`config.mk`:
```
export PLATFORM = sky130hd
export DESIGN_NAME = alu_seq
export DESIGN_NICKNAME = d
export VERILOG_FILES = /design/src/rtl/alu_seq.sv
export SDC_FILE = /design/constraint.sdc
export NUM_CORES = 1
export LEC_CHECK = 0
export ABC_CLOCK_PERIOD_IN_PS = 2700
export BUFFER_PORTS_ARGS = -buffer_cell sky130_fd_sc_hd__buf_2
export CAP_MARGIN = 20
export CORE_MARGIN = 4
export CORE_UTILIZATION = 57
export CTS_BUF_LIST = sky130_fd_sc_hd__clkbuf_4 sky130_fd_sc_hd__clkbuf_8 sky130_fd_sc_hd__clkbuf_16
export DETAILED_ROUTE_END_ITERATION = 16
export PLACE_DENSITY = 0.78
export SYNTH_ARGS = -nofsm -noshare
export SYNTH_HDL_FRONTEND = slang
export SYNTH_SLANG_ARGS = --single-unit
```
`constraint.sdc`:
```
create_clock -name clk -period 2.7 [get_ports clk]
set_input_delay 0.135 -clock clk [delete_from_list [all_inputs] [get_ports clk]]
set_output_delay 0.135 -clock clk [all_outputs]
set_load 0.1 [all_outputs]
```
`src/rtl/alu_seq.sv`:
```
// ---------------------------------------------------------------------------
// alu_seq -- registered, parametrised sequential ALU for the TurtleMCU datapath
//
// Sits between register-file read and writeback. A request is taken with a
// valid/ready handshake, executed in one cycle (logic/arith/rotate ops) or
// iteratively (variable shifts, optional multiplier), and the result is
// presented with a second valid/ready handshake. The core stalls on
// in_ready / out_valid.
//
// Optional feature macro: ALU_MUL_EN
//   defined   -> op 12 (MUL) is a WIDTH-cycle unsigned shift-add multiplier
//   undefined -> no multiplier datapath; op 12 behaves as a reserved op
//
// Ports:
//   clk        rising-edge clock
//   rst        asynchronous active-high reset (aborts any operation)
//   in_valid   request valid
//   in_ready   block can accept a request this cycle
//   op[3:0]    operation select
//   arg_a      operand A
//   arg_b      operand B (shift amount = arg_b[SHW-1:0])
//   out_valid  result valid
//   out_ready  consumer accepts the result
//   out        result
//   carry      carry/borrow of the completed op
//   zero       out == 0 for the completed op
//   neg        out[WIDTH-1] for the completed op
//   flag_c     sticky carry, carry-in for ADC/SBC
// ---------------------------------------------------------------------------
module alu_seq #(
  parameter int WIDTH = 8
) (
  input  logic             clk,
  input  logic             rst,
  input  logic             in_valid,
  output logic             in_ready,
  input  logic [3:0]       op,
  input  logic [WIDTH-1:0] arg_a,
  input  logic [WIDTH-1:0] arg_b,
  output logic             out_valid,
  input  logic             out_ready,
  output logic [WIDTH-1:0] out,
  output logic             carry,
  output logic             zero,
  output logic             neg,
  output logic             flag_c
);

  // Shift-amount field width; derived from WIDTH, never overridden.
  localparam int SHW = $clog2(WIDTH);
  // Iteration counter must also hold WIDTH itself for the multiplier.
  localparam int CW  = SHW + 1;

  typedef enum logic [3:0] {
    OP_ADD  = 4'd0,
    OP_SUB  = 4'd1,
    OP_AND  = 4'd2,
    OP_OR   = 4'd3,
    OP_NOT  = 4'd4,
    OP_XOR  = 4'd5,
    OP_ROL1 = 4'd6,
    OP_ROR1 = 4'd7,
    OP_ADC  = 4'd8,
    OP_SBC  = 4'd9,
    OP_SHL  = 4'd10,
    OP_SHR  = 4'd11,
    OP_MUL  = 4'd12
  } op_e;

  typedef enum logic [1:0] {
    S_IDLE,
    S_BUSY,
    S_DONE
  } state_e;

  state_e state_q, state_d;

  // ------------------------------------------------------------------------
  // Request decode
  // ------------------------------------------------------------------------
  logic           accept;
  logic [SHW-1:0] amt;
  logic           is_shift;
  logic           is_mul;
  logic           multi;

  assign amt      = arg_b[SHW-1:0];
  assign is_shift = ((op == OP_SHL) || (op == OP_SHR)) && (amt != '0);

`ifdef ALU_MUL_EN
  assign is_mul = (op == OP_MUL);
`else
  assign is_mul = 1'b0;
`endif

  // Ops that go through BUSY; everything else lands in DONE directly.
  assign multi  = is_shift | is_mul;
  assign accept = in_valid & in_ready;

  // ------------------------------------------------------------------------
  // Single-cycle ALU, evaluated on the request operands. ADC/SBC take the
  // sticky flag_c as it stands at the accept edge, which in DONE is the
  // carry of the result being consumed.
  // ------------------------------------------------------------------------
  logic [WIDTH-1:0] alu_res;
  logic             alu_c;

  // NOTE: every signal assigned in a combinational block gets a default first,
  // so no path through the case statement can leave it unassigned (latch).
  always_comb begin
    alu_res = '0;
    alu_c   = 1'b0;
    case (op)
      OP_ADD:  {alu_c, alu_res} = {1'b0, arg_a} + {1'b0, arg_b};
      // Bit WIDTH of the (WIDTH+1)-bit difference is the borrow (B > A).
      OP_SUB:  {alu_c, alu_res} = {1'b0, arg_a} - {1'b0, arg_b};
      OP_AND:  alu_res = arg_a & arg_b;
      OP_OR:   alu_res = arg_a | arg_b;
      OP_NOT:  alu_res = ~arg_a;
      OP_XOR:  alu_res = arg_a ^ arg_b;
      OP_ROL1: begin
        alu_res = {arg_a[WIDTH-2:0], arg_a[WIDTH-1]};
        alu_c   = arg_a[WIDTH-1];
      end
      OP_ROR1: begin
        alu_res = {arg_a[0], arg_a[WIDTH-1:1]};
        alu_c   = arg_a[0];
      end
      OP_ADC:  {alu_c, alu_res} = {1'b0, arg_a} + {1'b0, arg_b}
                                  + {{WIDTH{1'b0}}, flag_c};
      // Borrow out of the WIDTH+1 subtraction equals (B + flag_c) > A.
      OP_SBC:  {alu_c, alu_res} = {1'b0, arg_a} - {1'b0, arg_b}
                                  - {{WIDTH{1'b0}}, flag_c};
      // Only reached here for a zero shift amount: pass A, no carry.
      OP_SHL,
      OP_SHR:  alu_res = arg_a;
      // Reserved ops (and MUL when the multiplier is not built).
      default: begin
        alu_res = '0;
        alu_c   = 1'b0;
      end
    endcase
  end

  // ------------------------------------------------------------------------
  // Iterative datapath (BUSY)
  // ------------------------------------------------------------------------
  logic [3:0]       op_q;     // op of the in-flight multi-cycle request
  logic [CW-1:0]    cnt_q;    // iterations remaining, including this one
  logic [WIDTH-1:0] sh_q;     // shift working register
  logic [WIDTH-1:0] sh_next;
  logic             sh_bit;   // bit leaving sh_q this iteration
  logic             last_step;
  logic [WIDTH-1:0] step_res;
  logic             step_c;

  assign last_step = (cnt_q == CW'(1));

  always_comb begin
    if (op_q == OP_SHL) begin
      sh_next = {sh_q[WIDTH-2:0], 1'b0};
      sh_bit  = sh_q[WIDTH-1];
    end else begin
      sh_next = {1'b0, sh_q[WIDTH-1:1]};
      sh_bit  = sh_q[0];
    end
  end

`ifdef ALU_MUL_EN
  // Shift-add multiplier: prod_q starts as {0, B}; each step adds A into the
  // upper half when the current LSB is set, then shifts the whole product
  // right by one. After WIDTH steps prod_q holds A*B.
  logic [WIDTH-1:0]   mcand_q;
  logic [2*WIDTH-1:0] prod_q;
  logic [2*WIDTH-1:0] prod_next;
  logic [WIDTH:0]     prod_sum;

  always_comb begin
    prod_sum  = {1'b0, prod_q[2*WIDTH-1:WIDTH]}
              + (prod_q[0] ? {1'b0, mcand_q} : {(WIDTH+1){1'b0}});
    prod_next = {prod_sum, prod_q[WIDTH-1:1]};
  end
`endif

  always_comb begin
    step_res = sh_next;
    step_c   = sh_bit;
`ifdef ALU_MUL_EN
    if (op_q == OP_MUL) begin
      step_res = prod_next[WIDTH-1:0];
      step_c   = |prod_next[2*WIDTH-1:WIDTH];
    end
`endif
  end

  // ------------------------------------------------------------------------
  // FSM
  // ------------------------------------------------------------------------
  // NOTE: sequential state uses non-blocking assignments so every register
  // samples its inputs as they were before the edge, whatever the block order.
  always_ff @(posedge clk or posedge rst) begin
    if (rst) state_q <= S_IDLE;
    else     state_q <= state_d;
  end

  always_comb begin
    state_d   = state_q;
    in_ready  = 1'b0;
    out_valid = 1'b0;
    unique case (state_q)
      S_IDLE: begin
        in_ready = 1'b1;
        if (in_valid) state_d = multi ? S_BUSY : S_DONE;
      end
      S_BUSY: begin
        if (last_step) state_d = S_DONE;
      end
      S_DONE: begin
        out_valid = 1'b1;
        // Consuming the result frees the block, so a new request can be
        // taken in the same cycle.
        in_ready  = out_ready;
        if (out_ready) begin
          if (in_valid) state_d = multi ? S_BUSY : S_DONE;
          else          state_d = S_IDLE;
        end
      end
      default: state_d = S_IDLE;
    endcase
  end

  // ------------------------------------------------------------------------
  // Result selection: flags change only on entry to DONE.
  // ------------------------------------------------------------------------
  logic             load_res;
  logic [WIDTH-1:0] res_val;
  logic             res_c;

  always_comb begin
    load_res = 1'b0;
    res_val  = alu_res;
    res_c    = alu_c;
    if (accept && !multi) begin
      load_res = 1'b1;
    end else if ((state_q == S_BUSY) && last_step) begin
      load_res = 1'b1;
      res_val  = step_res;
      res_c    = step_c;
    end
  end

  always_ff @(posedge clk or posedge rst) begin
    if (rst) begin
      out    <= '0;
      carry  <= 1'b0;
      zero   <= 1'b0;
      neg    <= 1'b0;
      flag_c <= 1'b0;
    end else if (load_res) begin
      out    <= res_val;
      carry  <= res_c;
      zero   <= (res_val == '0);
      neg    <= res_val[WIDTH-1];
      flag_c <= res_c;
    end
  end

  // ------------------------------------------------------------------------
  // Iteration registers
  // ------------------------------------------------------------------------
  always_ff @(posedge clk or posedge rst) begin
    if (rst) begin
      op_q  <= '0;
      cnt_q <= '0;
      sh_q  <= '0;
    end else if (accept && multi) begin
      op_q  <= op;
      cnt_q <= is_mul ? CW'(WIDTH) : CW'(amt);
      sh_q  <= arg_a;
    end else if (state_q == S_BUSY) begin
      cnt_q <= cnt_q - CW'(1);
      sh_q  <= sh_next;
    end
  end

`ifdef ALU_MUL_EN
  always_ff @(posedge clk or posedge rst) begin
    if (rst) begin
      mcand_q <= '0;
      prod_q  <= '0;
    end else if (accept && is_mul) begin
      mcand_q <= arg_a;
      prod_q  <= {{WIDTH{1'b0}}, arg_b};
    end else if (state_q == S_BUSY) begin
      prod_q  <= prod_next;
    end
  end
`endif

endmodule

```
### After elaboration in Yosys (flattened, before gate mapping)

Index checks and enable logic that the tools add are counted.

* bits in registers: 29
* bits in latches: 0
* memory bits (writable): 0
* bits in read-only memories: 0
* bits of input ports: 24
* output and inout port bits: 14
* word-level logic and storage cells: 71
* memories: 0

* add/subtract/negate cells: 5
* $mul: 0
* divide/modulo/power cells: 0
* magnitude comparators: 0
* equal/unequal tests: 18
* shifts and indexed selects: 0
* muxes and demuxes: 22
* bitwise operators: 5
* reductions and logical operators: 13

Operators with widths (number)
* 8-bit case mux with 11 select lines: 1
* 8-bit 2-to-1 mux: 5
* 4-bit == test, second input constant: 5
* 4-bit by 3-bit == test with 1-bit output, second input constant: 4
* 2-bit 2-to-1 mux: 5
* 8-bit by 8-bit adder with 9-bit output: 1
* 9-bit by 1-bit adder with 9-bit output: 1
* 8-bit by 8-bit subtractor with 9-bit output: 1
* 9-bit by 1-bit subtractor with 9-bit output: 1
* 8-bit bitwise AND: 1
* 4-bit by 1-bit == test with 1-bit output, second input constant: 2
* 4-bit by 2-bit == test with 1-bit output, second input constant: 2
* 8-bit logical NOT: 1
* 4-bit 2-to-1 mux: 2
* 8-bit NOT: 1
* 8-bit OR: 1
* 8-bit bitwise XOR: 1
* 1-bit 2-to-1 mux: 6
* 2-bit != test, second input constant: 3
* 1-bit case mux with 6 select lines: 1
* 2-bit case mux with 3 select lines: 1
* 1-bit logical AND: 4
* 4-bit logical NOT: 1
* 4-bit by 1-bit subtractor with 4-bit output, second input constant: 1
* other kinds (11): 11

### Depth between registers and ports, before layout

* word-level depth: 7
* gate-level depth with buffers: 12
* mapped depth without buffers: 12

### Worst setup path after synthesis

No wires, ideal clock.

* path type: reg2reg
* from: register state_q[0]
* to: register zero
* setup time: 0.066 ns
* arrival time: 3.237 ns
* data required time: 2.634 ns
* slack: -0.603 ns
* stages on the path, launching flop included: 8
* path buffers: 0
* clock period less this slack: 3.303 ns
* cells stage by stage: dfrtp_1 a21oi_1 o211a_1 a21oi_1 nor4_1 o2111ai_1 nor4_1 a41o_1

* longest elaborated chain between the ends: 6
* elaborated cells on any way between the ends: 12
* classes of those cells: eq/ne: 2; mux: 5; bitwise: 1; reduce/logical: 4

Ends and longest elaborated chain
* start: declaration: RTL line 76 `state_e state_q, state_d;`
* start signal: assignment: RTL line 203 `else state_q <= state_d;`
* 2-bit == test / 2-bit logical NOT (equally long branches): RTL line 210 `unique case (state_q)`
* 1-bit case mux with 2 select lines *: RTL line 210
* net in_ready: RTL line 36 `output logic in_ready,`
* 1-bit bitwise AND *: RTL line 98 `assign accept = in_valid & in_ready;`
* 1-bit logical AND *: RTL line 243 `if (accept && !multi) begin`
* 8-bit 2-to-1 mux: RTL line 243
* 8-bit logical NOT: RTL line 262 `zero <= (res_val == '0);`
* end signal: assignment: RTL line 262
* end: declaration: RTL line 44 `output logic zero,`

The timed path passes the listed nets; every way through them passes the cells marked *.
A chain may end at the register's enable or synchronous reset.

### Worst setup path after layout

* from: input arg_a[2]
* to: register zero

* longest elaborated chain between the ends: 6
* elaborated cells on any way between the ends: 12
* classes of those cells: add/sub: 4; mux: 3; bitwise: 4; reduce/logical: 1

Ends and longest elaborated chain
* start: declaration: RTL line 38 `input logic [WIDTH-1:0] arg_a,`
* 8-bit by 8-bit subtractor with 9-bit output / 8-bit by 8-bit adder with 9-bit output (equally long branches)
* 9-bit by 1-bit subtractor with 9-bit output / 9-bit by 1-bit adder with 9-bit output (equally long branches): RTL line 133, 130
* 8-bit case mux with 11 select lines *: RTL line 113 `case (op)`
* 8-bit 2-to-1 mux: RTL line 245 `end else if ((state_q == S_BUSY) && last_step) begin`
* 8-bit 2-to-1 mux *: RTL line 243
* 8-bit logical NOT *: RTL line 262

Mark *: on every way between the ends. The rest lies on a longest branch, timed or not.

==> impl_metrics.csv <==
group,metric,value,unit
synth,syn_avg_cell_area,7.87,um2
min_path,worst_hold_path_type,"primary input to register",
sta,timing.max_slew.rel_slack,51.4,%
sta,final_hold_viol_count,0,
setup_path,critical_path_peak_fanout,7,
setup_path,timing.critical_path.to_type,"register",
clocking,cts_tree,"done",
power_and_ir_drop,pwr_density_cell,599,nW/um2
place,globalplace.congestion,0.981,
floorplanning,ioPinCount,38,
sta,post-route-period-util,98.4,%
run_status,status,"finished, final reports clean",
global_routing,initial_antenna_violation_count,0,
floorplanning,row_count,28,
clocking,ctsRootBufferMaster,"sky130_fd_sc_hd__clkbuf_8",
floorplanning,start_util,59.4,%
global_routing,global_route.overflow_total,0,
sta,rsz0062_at_grt,"yes",
synth,post-synth-top-area-fraction,19.7,%
synth,synth.cell_area,3560,um2
sta,timing.final.max_slew_violations,0,
routing,drt_drc_violations_left,0,
clocking,num_cts_buffers,3,
place,dp_hpwl,8850,um
setup_path,type_of_the_worst_setup_path,"primary input to register",
synth,number_of_enable_flip_flop_cells_after_synthesis,0,
floorplanning,die_height,87.0,um
place,placed_area,4180,um2
finish,n_fill_cell,485,
finish,final_layout_size_suffix_gt1_share,25.9,%
clocking,h-tree-depth,1,
routing,wire_per_inst,18.1,um
routing,drt_wl_total,11000,um
synth,netlist_instances,452,
synth,syn_nets,509,
synth,synthesis_warnings,0,
clocking,clock_latency,0.28,ns
finish,stdcell_area,4320,um2
sta,setup_viol,0,
synth,yosys_register_bits,28,
sta,skew_final,0.00708,ns
sta,totalNegativeSetupSlack,0,ns
global_routing,grt_start_max_net_pins,29,
flow_run,max-cap-violations,0,
synth,ys_top_cells_by_area,"sky130_fd_sc_hd__dfrtp_1 20%, sky130_fd_sc_hd__ha_1 11%, sky130_fd_sc_hd__o21ai_0 4.4%, sky130_fd_sc_hd__nand2_1 4.3%, sky130_fd_sc_hd__nor2_1 4.1%",
routing,drt-pass1-iter-count,5,
routing,vias_cell,6.25,
finish,antenna_cells_inserted,0,
setup_path,worst_ep_arrival_time,2.88,ns
clocking,clkSlewWorstSetupHoldPaths,0.10,ns
sta,fmaxAchievable,376,MHz
place,io_buffers,37,
clocking,cts.sinks,28,
routing,drtIter0Drc,342,
floorplanning,die_w,87.0,um
global_routing,grt_pass1_wl,17400,um
routing,vias,3792,
synth,synth_cell_type_count,72,
finish,syn_to_final_growth,21.5,%
global_routing,grt_usage,28.9,%
clocking,cts_post_setup_buffers_inserted,0,
power_and_ir_drop,vdd_ir_drop_max,0.671,mV
floorplanning,core,5990,um2
global_routing,first_global_vias,3561,
power_and_ir_drop,power.leakage,0.00199,uW
synth,synthArstFlopShare,100,%
setup_path,critical_path_required,2.92,ns
setup_path,cp-start-kind,"primary input",
synth,netlist.top_cell.by_area,"sky130_fd_sc_hd__dfrtp_1",
finish,final_util,72.1,%
setup_path,cell_depth_of_the_worst_flop_to_flop_path,9,
routing,route.antenna.remaining_nets,0,
floorplanning,die-area,7570,um2
sta,layout_min_cycle_time,2.66,ns
sta,worst_pin_slew,0.727,ns
min_path,worst_hold_path.num_cells,3,
synth,synth-seq-area-share,19.7,%
finish,finish.net_count,590,
clocking,ctsLongestPathBuffers,2,
synth,dominantRegCellSynth,"sky130_fd_sc_hd__dfrtp_1",
[layout make-up]
type                       instances  area [um2]  share of cell area (%)
clock buffer                       3        41.3                   0.956
multi-input combinational        365        2630                    60.8
clock inverter                     1        30.0                   0.695
timing repair buffer             104         711                    16.4
inverter                          31         116                    2.69
sequential                        28         702                    16.2
tap                               75        93.8                    2.17
[timing repair]
action | CTS | global route
endpoints found under the setup margin | 0 | 5
hold buffers | 0 | 1
hold endpoints to repair | 0 | 4
gates resized for setup | 0 | 6
[cells in the mapped netlist, types with 3 or more instances]
cell,number
sky130_fd_sc_hd__nand2_1,41
sky130_fd_sc_hd__nor2_1,39
sky130_fd_sc_hd__ha_1,31
sky130_fd_sc_hd__o21ai_0,31
sky130_fd_sc_hd__inv_1,30
sky130_fd_sc_hd__dfrtp_1,28
sky130_fd_sc_hd__a21oi_1,19
sky130_fd_sc_hd__xnor2_1,13
sky130_fd_sc_hd__clkbuf_1,12
sky130_fd_sc_hd__nand2b_1,12
sky130_fd_sc_hd__mux2i_1,11
sky130_fd_sc_hd__nand3_1,11
sky130_fd_sc_hd__a31oi_1,9
sky130_fd_sc_hd__nor2b_1,9
sky130_fd_sc_hd__o211ai_1,9
sky130_fd_sc_hd__buf_2,8
sky130_fd_sc_hd__nor3_1,8
sky130_fd_sc_hd__nor4_1,7
sky130_fd_sc_hd__or2_2,7
sky130_fd_sc_hd__o22ai_1,6
sky130_fd_sc_hd__a211o_1,5
sky130_fd_sc_hd__buf_4,5
sky130_fd_sc_hd__a221oi_1,4
sky130_fd_sc_hd__mux4_2,4
sky130_fd_sc_hd__nand4_1,4
sky130_fd_sc_hd__nor3b_1,4
sky130_fd_sc_hd__o21a_1,4
sky130_fd_sc_hd__o221ai_1,4
sky130_fd_sc_hd__xor2_1,4
sky130_fd_sc_hd__a211oi_1,3
sky130_fd_sc_hd__a22oi_1,3
sky130_fd_sc_hd__a32o_1,3
sky130_fd_sc_hd__and3_1,3
sky130_fd_sc_hd__mux2_2,3
sky130_fd_sc_hd__o211a_1,3
sky130_fd_sc_hd__or3_1,3
[worst max-delay path, cell delays in order]
cell	delay (ns)
sky130_fd_sc_hd__buf_2	0.13
sky130_fd_sc_hd__inv_1	0.07
sky130_fd_sc_hd__ha_1	0.42
sky130_fd_sc_hd__or2_1	0.30
sky130_fd_sc_hd__and3_4	0.21
sky130_fd_sc_hd__or2_2	0.32
sky130_fd_sc_hd__mux2i_1	0.15
sky130_fd_sc_hd__nor4_2	0.31
sky130_fd_sc_hd__buf_4	0.17
sky130_fd_sc_hd__o2111ai_1	0.11
sky130_fd_sc_hd__nor4_1	0.34
sky130_fd_sc_hd__a41o_1	0.21
[registers in the layout (all words and copies together), names as in the netlist]
name	cells
cnt_q	4
flag_c	1
op_q	4
out	8
sh_q	8
state_q	2
zero	1
[cell families (layout without fill, tap and decap cells)]
group	after synthesis	count (layout)	synth area share [%]
adders and majority gates	33	33	12.0
buffers and inverters	59	139	7.46
AOI/OAI and AO/OA	127	127	24.8
and+or+nand+nor	170	170	25.2
xor gates and xnor gates	17	17	4.19
muxes	18	18	6.58
DFF	28	28	19.7
[metal layers]
metal  GRT usage, %  share of wire, %
met3           1.89               6.3
met2           50.5                48
met4           9.35               3.1
met1           37.8                42
met5              0                 0
[where the power goes]
| group | switching [uW] | leakage, uW | internal [uW] |
|---|---|---|---|
| registers | 120 | 0.000339 | 565 |
| clock network | 138 | 0.0000357 | 199 |
| logic | 1020 | 0.00161 | 550 |
| total | 1270 | 0.00199 | 1310 |
[worst paths after layout]
check,start,endpoint,slack [ns]
min reg2reg,op_q[3]$_DFFE_PP0P_,op_q[3]$_DFFE_PP0P_,0.47
min,out_ready,state_q[1]$_DFFE_PP0P_,0.15
min in group asynchronous,rst,out[7]$_DFFE_PP0P_,0.33
max reg2reg,flag_c$_DFFE_PP0P_,zero$_DFFE_PP0P_,0.15
max,arg_a[2],zero$_DFFE_PP0P_,0.04
max in group asynchronous,rst,flag_c$_DFFE_PP0P_,1.96
[stage by stage]
stage,hold WS (ns),total power (uW),worst slack (ns),std cells
after floorplan,0.200,1810,0.0454,452
after global placement,0.415,2190,-0.263,601
after detailed placement,0.442,2220,-0.259,601
after CTS,0.144,2550,0.00120,605
after global routing,0.154,2730,-0.105,607
final,0.152,2590,0.0434,607
[cells in the final DEF, fill, tap and decap left out, types with 8 or more instances in the layout]
master                     instances
sky130_fd_sc_hd__a21oi_1          18
sky130_fd_sc_hd__a31oi_1           9
sky130_fd_sc_hd__buf_2            37
sky130_fd_sc_hd__buf_4            65
sky130_fd_sc_hd__dfrtp_1          27
sky130_fd_sc_hd__ha_1             31
sky130_fd_sc_hd__inv_1            30
sky130_fd_sc_hd__mux2i_1          11
sky130_fd_sc_hd__nand2_1          41
sky130_fd_sc_hd__nand2b_1         12
sky130_fd_sc_hd__nand3_1          11
sky130_fd_sc_hd__nor2_1           39
sky130_fd_sc_hd__nor2b_1           9
sky130_fd_sc_hd__nor3_1            8
sky130_fd_sc_hd__o211ai_1          9
sky130_fd_sc_hd__o21ai_0          31
sky130_fd_sc_hd__xnor2_1          13
Power figures use the tool's default switching activity.
